==> src/rtl/bcd2bin_seq.sv <==
// bcd2bin_seq: sequential packed-BCD to binary converter.
//
// Reverse double-dabble, one step per clock: the work register starts as {BCD, zeros}.
// Each step shifts it right by one. Then every BCD nibble that reads 8 or more has 3
// subtracted. After BIN_W steps the low BIN_W bits hold the binary value.
//
// Parameters
//   DIGITS  number of packed BCD digits on iBCD
//   BIN_W   result width and step count; 2**BIN_W must exceed 10**DIGITS - 1
// Ports
//   iCLK_50  system clock
//   iRST_N   asynchronous active-low reset
//   iSTART   conversion request, sampled only while idle
//   iBCD     packed BCD input, [3:0] is the ones digit
//   oBIN     binary result, held between conversions
//   oDONE    one-cycle pulse when oBIN/oERR are updated
//   oBUSY    high whenever the converter is not idle
//   oERR     last accepted iBCD contained a digit above 9
module bcd2bin_seq #(
  parameter int unsigned DIGITS = 3,
  parameter int unsigned BIN_W  = 10
) (
  input  logic                  iCLK_50,
  input  logic                  iRST_N,
  input  logic                  iSTART,
  input  logic [4*DIGITS-1:0]   iBCD,
  output logic [BIN_W-1:0]      oBIN,
  output logic                  oDONE,
  output logic                  oBUSY,
  output logic                  oERR
);

  localparam int unsigned BcdW  = 4 * DIGITS;
  localparam int unsigned WorkW = BcdW + BIN_W;
  localparam int unsigned CntW  = (BIN_W > 1) ? $clog2(BIN_W) : 1;

  // Counter value during the final step; the counter stops here rather than wrapping.
  localparam logic [CntW-1:0] CntLast = CntW'(BIN_W - 1);

  typedef enum logic [1:0] {
    StIdle,
    StConv,
    StDone
  } state_e;

  state_e            r_state;
  state_e            w_state_d;
  logic [WorkW-1:0]  r_work;
  logic [WorkW-1:0]  w_work_d;
  logic [CntW-1:0]   r_cnt;
  logic [CntW-1:0]   w_cnt_d;
  logic [BIN_W-1:0]  r_bin;
  logic [BIN_W-1:0]  w_bin_d;
  logic              r_done;
  logic              w_done_d;
  logic              r_busy;
  logic              w_busy_d;
  logic              r_err;
  logic              w_err_d;

  logic [WorkW-1:0]  w_step;
  logic              w_bad;

  // Any non-decimal digit on the input.
  always_comb begin
    w_bad = 1'b0;
    for (int i = 0; i < DIGITS; i++) begin
      if (iBCD[4*i +: 4] > 4'd9) begin
        w_bad = 1'b1;
      end
    end
  end

  // One conversion step: shift, then correct every BCD nibble in parallel.
  always_comb begin
    w_step = r_work >> 1;
    for (int i = 0; i < DIGITS; i++) begin
      if (w_step[BIN_W+4*i +: 4] >= 4'd8) begin
        w_step[BIN_W+4*i +: 4] = w_step[BIN_W+4*i +: 4] - 4'd3;
      end
    end
  end

  always_comb begin
    w_state_d = r_state;
    w_work_d  = r_work;
    w_cnt_d   = r_cnt;
    w_bin_d   = r_bin;
    w_err_d   = r_err;
    w_done_d  = 1'b0;

    unique case (r_state)
      StIdle: begin
        if (iSTART) begin
          if (w_bad) begin
            w_bin_d   = '0;
            w_err_d   = 1'b1;
            w_done_d  = 1'b1;
            w_state_d = StDone;
          end else begin
            w_work_d  = {iBCD, {BIN_W{1'b0}}};
            w_cnt_d   = '0;
            w_state_d = StConv;
          end
        end
      end
      StConv: begin
        w_work_d = w_step;
        if (r_cnt == CntLast) begin
          w_bin_d   = w_step[BIN_W-1:0];
          w_err_d   = 1'b0;
          w_done_d  = 1'b1;
          w_state_d = StDone;
        end else begin
          w_cnt_d = r_cnt + CntW'(1);
        end
      end
      StDone: begin
        w_state_d = StIdle;
      end
      default: begin
        w_state_d = StIdle;
      end
    endcase

    // Registered busy flag tracks the state being entered.
    w_busy_d = (w_state_d != StIdle);
  end

  always_ff @(posedge iCLK_50 or negedge iRST_N) begin
    if (!iRST_N) begin
      r_state <= StIdle;
      r_work  <= '0;
      r_cnt   <= '0;
      r_bin   <= '0;
      r_done  <= 1'b0;
      r_busy  <= 1'b0;
      r_err   <= 1'b0;
    end else begin
      r_state <= w_state_d;
      r_work  <= w_work_d;
      r_cnt   <= w_cnt_d;
      r_bin   <= w_bin_d;
      r_done  <= w_done_d;
      r_busy  <= w_busy_d;
      r_err   <= w_err_d;
    end
  end

  assign oBIN  = r_bin;
  assign oDONE = r_done;
  assign oBUSY = r_busy;
  assign oERR  = r_err;

endmodule

==> config.mk <==
export PLATFORM = sky130hd
export DESIGN_NAME = bcd2bin_seq
export DESIGN_NICKNAME = d
export VERILOG_FILES = /design/src/rtl/bcd2bin_seq.sv
export SDC_FILE = /design/constraint.sdc
export NUM_CORES = 1
export LEC_CHECK = 0
export CORE_ASPECT_RATIO = 1.2
export CORE_UTILIZATION = 53
export CTS_CLUSTER_SIZE = 8
export DETAILED_ROUTE_END_ITERATION = 6
export GPL_TIMING_DRIVEN = 0
export PLACE_DENSITY = 0.88
export SLEW_MARGIN = 20
export SYNTH_ARGS = -nofsm -noshare
export SYNTH_HDL_FRONTEND = slang
export SYNTH_SLANG_ARGS = --single-unit
export TNS_END_PERCENT = 5
==> constraint.sdc <==
create_clock -name iCLK_50 -period 1.65 [get_ports iCLK_50]
set_clock_uncertainty 0.1 [all_clocks]
set_input_delay 0.33 -clock iCLK_50 [delete_from_list [all_inputs] [get_ports iCLK_50]]
set_output_delay 0.33 -clock iCLK_50 [all_outputs]
set_load 0.02 [all_outputs]
### Word level (Yosys, flattened, before mapping)

Index checks and enable logic that the tools add are counted.

* register bits: 41
* bits of input ports: 15
* output and inout bits: 13
* word-level logic and storage cells: 59

* $add $sub $neg: 4
* order comparisons: 6
* equality and inequality tests: 7
* muxes and demuxes: 29
* reductions and logical operators: 6

Operators by type and width (count)
* $mux W22: 2
* $pmux W22 S2: 1
* $mux W10: 3
* $mux W4: 6
* $pmux W10 S2: 1
* $gt A4 B4 Y1 const B: 3
* $ne A2 B2 Y1 const B: 5
* $mux W1: 9
* $ge A4 B4 Y1 const B: 2
* $pmux W4 S2: 1
* $reduce_and A4 Y1: 2
* $sub A4 B2 Y4 const B: 2
* $mux W2: 3
* $add A4 B1 Y4 const B: 1
* $eq A4 B4 Y1 const B: 1
* $ge A3 B4 Y1 const B: 1
* $pmux W1 S2: 2
* $pmux W2 S2: 1
* $reduce_bool A2 Y1: 2
* $sub A3 B2 Y4 const B: 1
* $reduce_and A3 Y1: 1
* $eq A2 B1 Y1 const B: 1
* $logic_not A2 Y1: 1

### Longest topological paths before layout

* word-level depth: 8
* gate-level depth with buffers: 7
* gate-level depth less buffers: 6

### Least setup slack after synthesis

OpenSTA, ideal clock, no wires.

* path kind: register to register
* start: register r_state[1]
* end: register r_bin[0] (netlist: oBIN[0])
* library setup time: 0.121 ns
* arrival: 1.289 ns
* data required time: 1.429 ns
* path slack: 0.140 ns
* cell stages (with the launch flop): 6
* buffers on the path: 1
* clock period less this slack: 1.510 ns
* path through: dfrtp_1 > or3b_4 > a31oi_2 > nor2_2 > buf_6 > a22o_1

* longest elaborated chain between the ends: 3
* elaborated cells between the ends (all ways): 8
* those cells by class: eq/ne (4); mux (1); reduce/logical (3)

RTL lines
* from (decl): line 46 `state_e r_state;`
* from (signal assigned): line 132 `r_state <= StIdle;`
* from (signal assigned): line 140 `r_state <= w_state_d;`
* $eq A2 B1 Y1 or $logic_not A2 Y1 (tied branches): line 92 `unique case (r_state)`
* $ne A2 B2 Y1 (no line) or $reduce_bool A2 Y1 (tied branches)
* $reduce_and A4 Y1 (no line)
* to (signal assigned): line 143 `r_bin <= w_bin_d;`
* to (decl): line 52 `logic [BIN_W-1:0] r_bin;`

Parallel ways exist; a longest one is shown, timed or not.
A chain may end at the register's enable or synchronous reset.

### Final worst setup path

* start: input port iSTART
* end: register r_bin[8] (netlist: oBIN[8])

* longest elaborated chain between the ends: 2

RTL lines
* from (decl): line 25 `input logic iSTART,`
* $ne A2 B2 Y1 (no line)
* $reduce_and A4 Y1 (no line)

Every way passes these cells.

==> flow_summary.yaml <==
placement:
  gp_congestion: 0.8174
  place_area_um2: 2135
  numPortBuffers: 27
  placedCellCount: 224
  dp_hpwl_um: 2611
  pre_cts_slack_ns: -0.4083
power:
  power_frac_seq: 0.481
  p_leak_nw: 1.066
  peakVddDrop_uv: 1064
  p_int_mw: 2.033
  power.density_nw_per_um2: 1511
  switching_share: 0.3905
  power_frac_comb: 0.384
  switchingPower_mw: 1.302
  pwr-share-clk: 0.136
critical_path:
  worstRegToRegCells: 5
  timing.rr.start: "r_state[1]"
  max_stage_delay_ns: 0.48
  crit_start: "iSTART"
  crit_arrival_ns: 1.79
  end_kind: "flop"
  path_cells: "clkdlybuf4s50_1, or3b_4, a31oi_4, nor2_2, buf_6, a22o_1"
  crit_type: "in -> reg"
  cp-start-kind: "primary input"
  cp.required_ns: 1.80
  cp_slowest_cell: "clkdlybuf4s50_1"
  worst-path-max-fanout: 10
detailed_routing:
  wirelength_um: 3609
  num_vias: 1335
  drtIter0Drc: 33
  routedWlPerCell_um: 15.56
  drtAntennaViolNets: 0
  drc: 0
  firstDrtPassIters: 4
  drt-vias-per-instance: 5.754
sta:
  period_needed_ns: 1.645
  final_max_slew_viol_count: 0
  max_freq_mhz: 608.0
  fin_crit_sh: 0.9968
  tightest_slew_ns: 0.4169
  tns_ns: 0
  setup_slack_ns: 0.005291
  grt_setup_unrepaired: "yes"
  hold_violations: 0
  max-slew-margin-rel: 0.7220
  final-setup-viol-count: 0
synthesis:
  yosysSeqAreaShare: 0.5548
  synth_cell_type_count: 30
  syn_nets: 181
  synth.avg_cell_area_um2: 11.28
  ys_ff_latch: 40
  synth_area_leaders: "dfrtp_1 (55%), a22o_1 (9.2%), ha_1 (4.2%)"
  yosys.area.top_type: "dfrtp_1"
  synthCells: 160
  yosys.area.top_type_share: 0.5548
  synth_warnings: 0
  netlist_area_um2: 1804
cts:
  clk_path_buf_depth: 2
  htree_levels: 2
  clk_latency_ns: 0.35
  cts_root_buffer: "clkbuf_4"
  path_clk_slew_ns: 0.11
  cts_sinks: 40
  cts_inserted_buffers: 5
  cts_tree: "done"
finish:
  area_delta_synth_final_pct: 22.33
  drive_gt1_frac: 0.1173
  final_common_cell: "dfrtp_1"
  post-route-util: 0.7033
  fin_cells: 232
  final_cell_mix: "dfrtp_1 (40), a22o_1 (19), nand2_1 (14)"
  fin_area_um2: 2207
  antenna_cells: 0
  nNetsFinal: 217
global_route:
  grtUsageTotal: 0.2177
  grt_max_degree: 31
  gr-total-overflow: 0
  grt_pass1_wl_um: 6037
  antenna_found_initial: 0
  grt_pass1_vias: 1359
die:
  core_area_um2: 3138
  initial_core_util: 0.5750
  die_w_um: 55.26
  ios: 28
  floorplan.rows: 22
  die-height_um: 65.92
  dieArea_um2: 3642
run_status:
  outcome: "complete, no violations"
worst_hold_path:
  hold_path_class: "in -> async"
job:
  cap_violations: 0
worst max-delay path: cells and delay by family:
kind	cells	cell delay, ns
buffers and inverters	2	0.62
AOI/OAI and AO/OA	2	0.35
and+or+nand+nor	2	0.49
power by group through the flow:
stage          clock [mW]  sequential, mW  combinational [mW]
2_1_floorplan           0            1.57               0.886
3_3_place_gp            0            1.59                1.19
3_5_place_dp            0            1.62                1.26
4_1_cts             0.467            1.60                1.26
5_1_grt             0.506            1.64                1.43
6_report            0.452            1.60                1.28
per-stage QoR:
step	total power, mW	hold WS (ns)
final	3.335	0.2863
after global routing	3.580	0.2982
after CTS	3.322	0.2870
after detailed placement	2.879	0.1215
after global placement	2.774	0.3687
after floorplan	2.461	-0.06559
logic make-up after synthesis:
logic type | count (synthesis) | share of synthesized area
compound gates | 47 | 0.1907
flops | 40 | 0.5548
fa+ha+maj | 6 | 0.04161
simple gates | 39 | 0.1075
xor+xnor | 6 | 0.02913
mux | 7 | 0.03884
buf+inv | 15 | 0.03745
cell usage after synthesis, drive strengths merged:
master / count
a211oi: 2
xnor2: 4
a22o: 19
clkbuf: 4
a21oi: 6
and2: 2
or2b: 1
mux2i: 7
nand3: 4
dfrtp: 40
nand4b: 1
or3b: 1
nand2: 14
ha: 6
nor2b: 2
buf: 4
nor2: 9
o21ai: 16
a31oi: 3
nand4: 1
nand3b: 1
xor2: 2
a41oi: 1
nand2b: 3
inv: 7
worst paths after layout:
kind,endpoint,slack [ns]
worst max-delay path,oBIN[8],0.005
worst min-delay path,r_cnt[3],0.29
worst max register to register,oBIN[8],0.02
worst min register to register,r_work[19],0.40
max in group asynchronous,r_work[8],0.73
min in group iCLK_50,r_work[19],0.40
area by class of cell:
cell class / instances / area (µm²)
Buffer: 8 / 47.55
Clock buffer: 6 / 41.29
Clock inverter: 1 / 5.005
Fill cell: 243 / 930.9
Inverter: 7 / 26.28
Multi-Input combinational cell: 105 / 762.0
Sequential cell: 40 / 1001
Tap cell: 36 / 45.04
Timing Repair Buffer: 29 / 279.0
registers in the layout (all words and copies together) (netlist names):
register / cells
oERR: 1
r_work: 21
r_cnt: 4
oDONE: 1
oBUSY: 1
oBIN: 10
r_state: 2
what timing repair did:
item | CTS | global route
hold buffers | 1 | 0
endpoints found under the hold margin | 10 | 0
setup buffers | 0 | 0
setup endpoints to repair | 21 | 21
resized for setup | 14 | 10
pin swaps | 0 | 1
per-layer routing:
layer	global-route usage	part of all wire
met4	0.1125	0.023
met1	0.2384	0.42
met3	0.04305	0.039
met5	0	0
met2	0.3991	0.51
No activity file was read; power rests on OpenSTA's default activity.
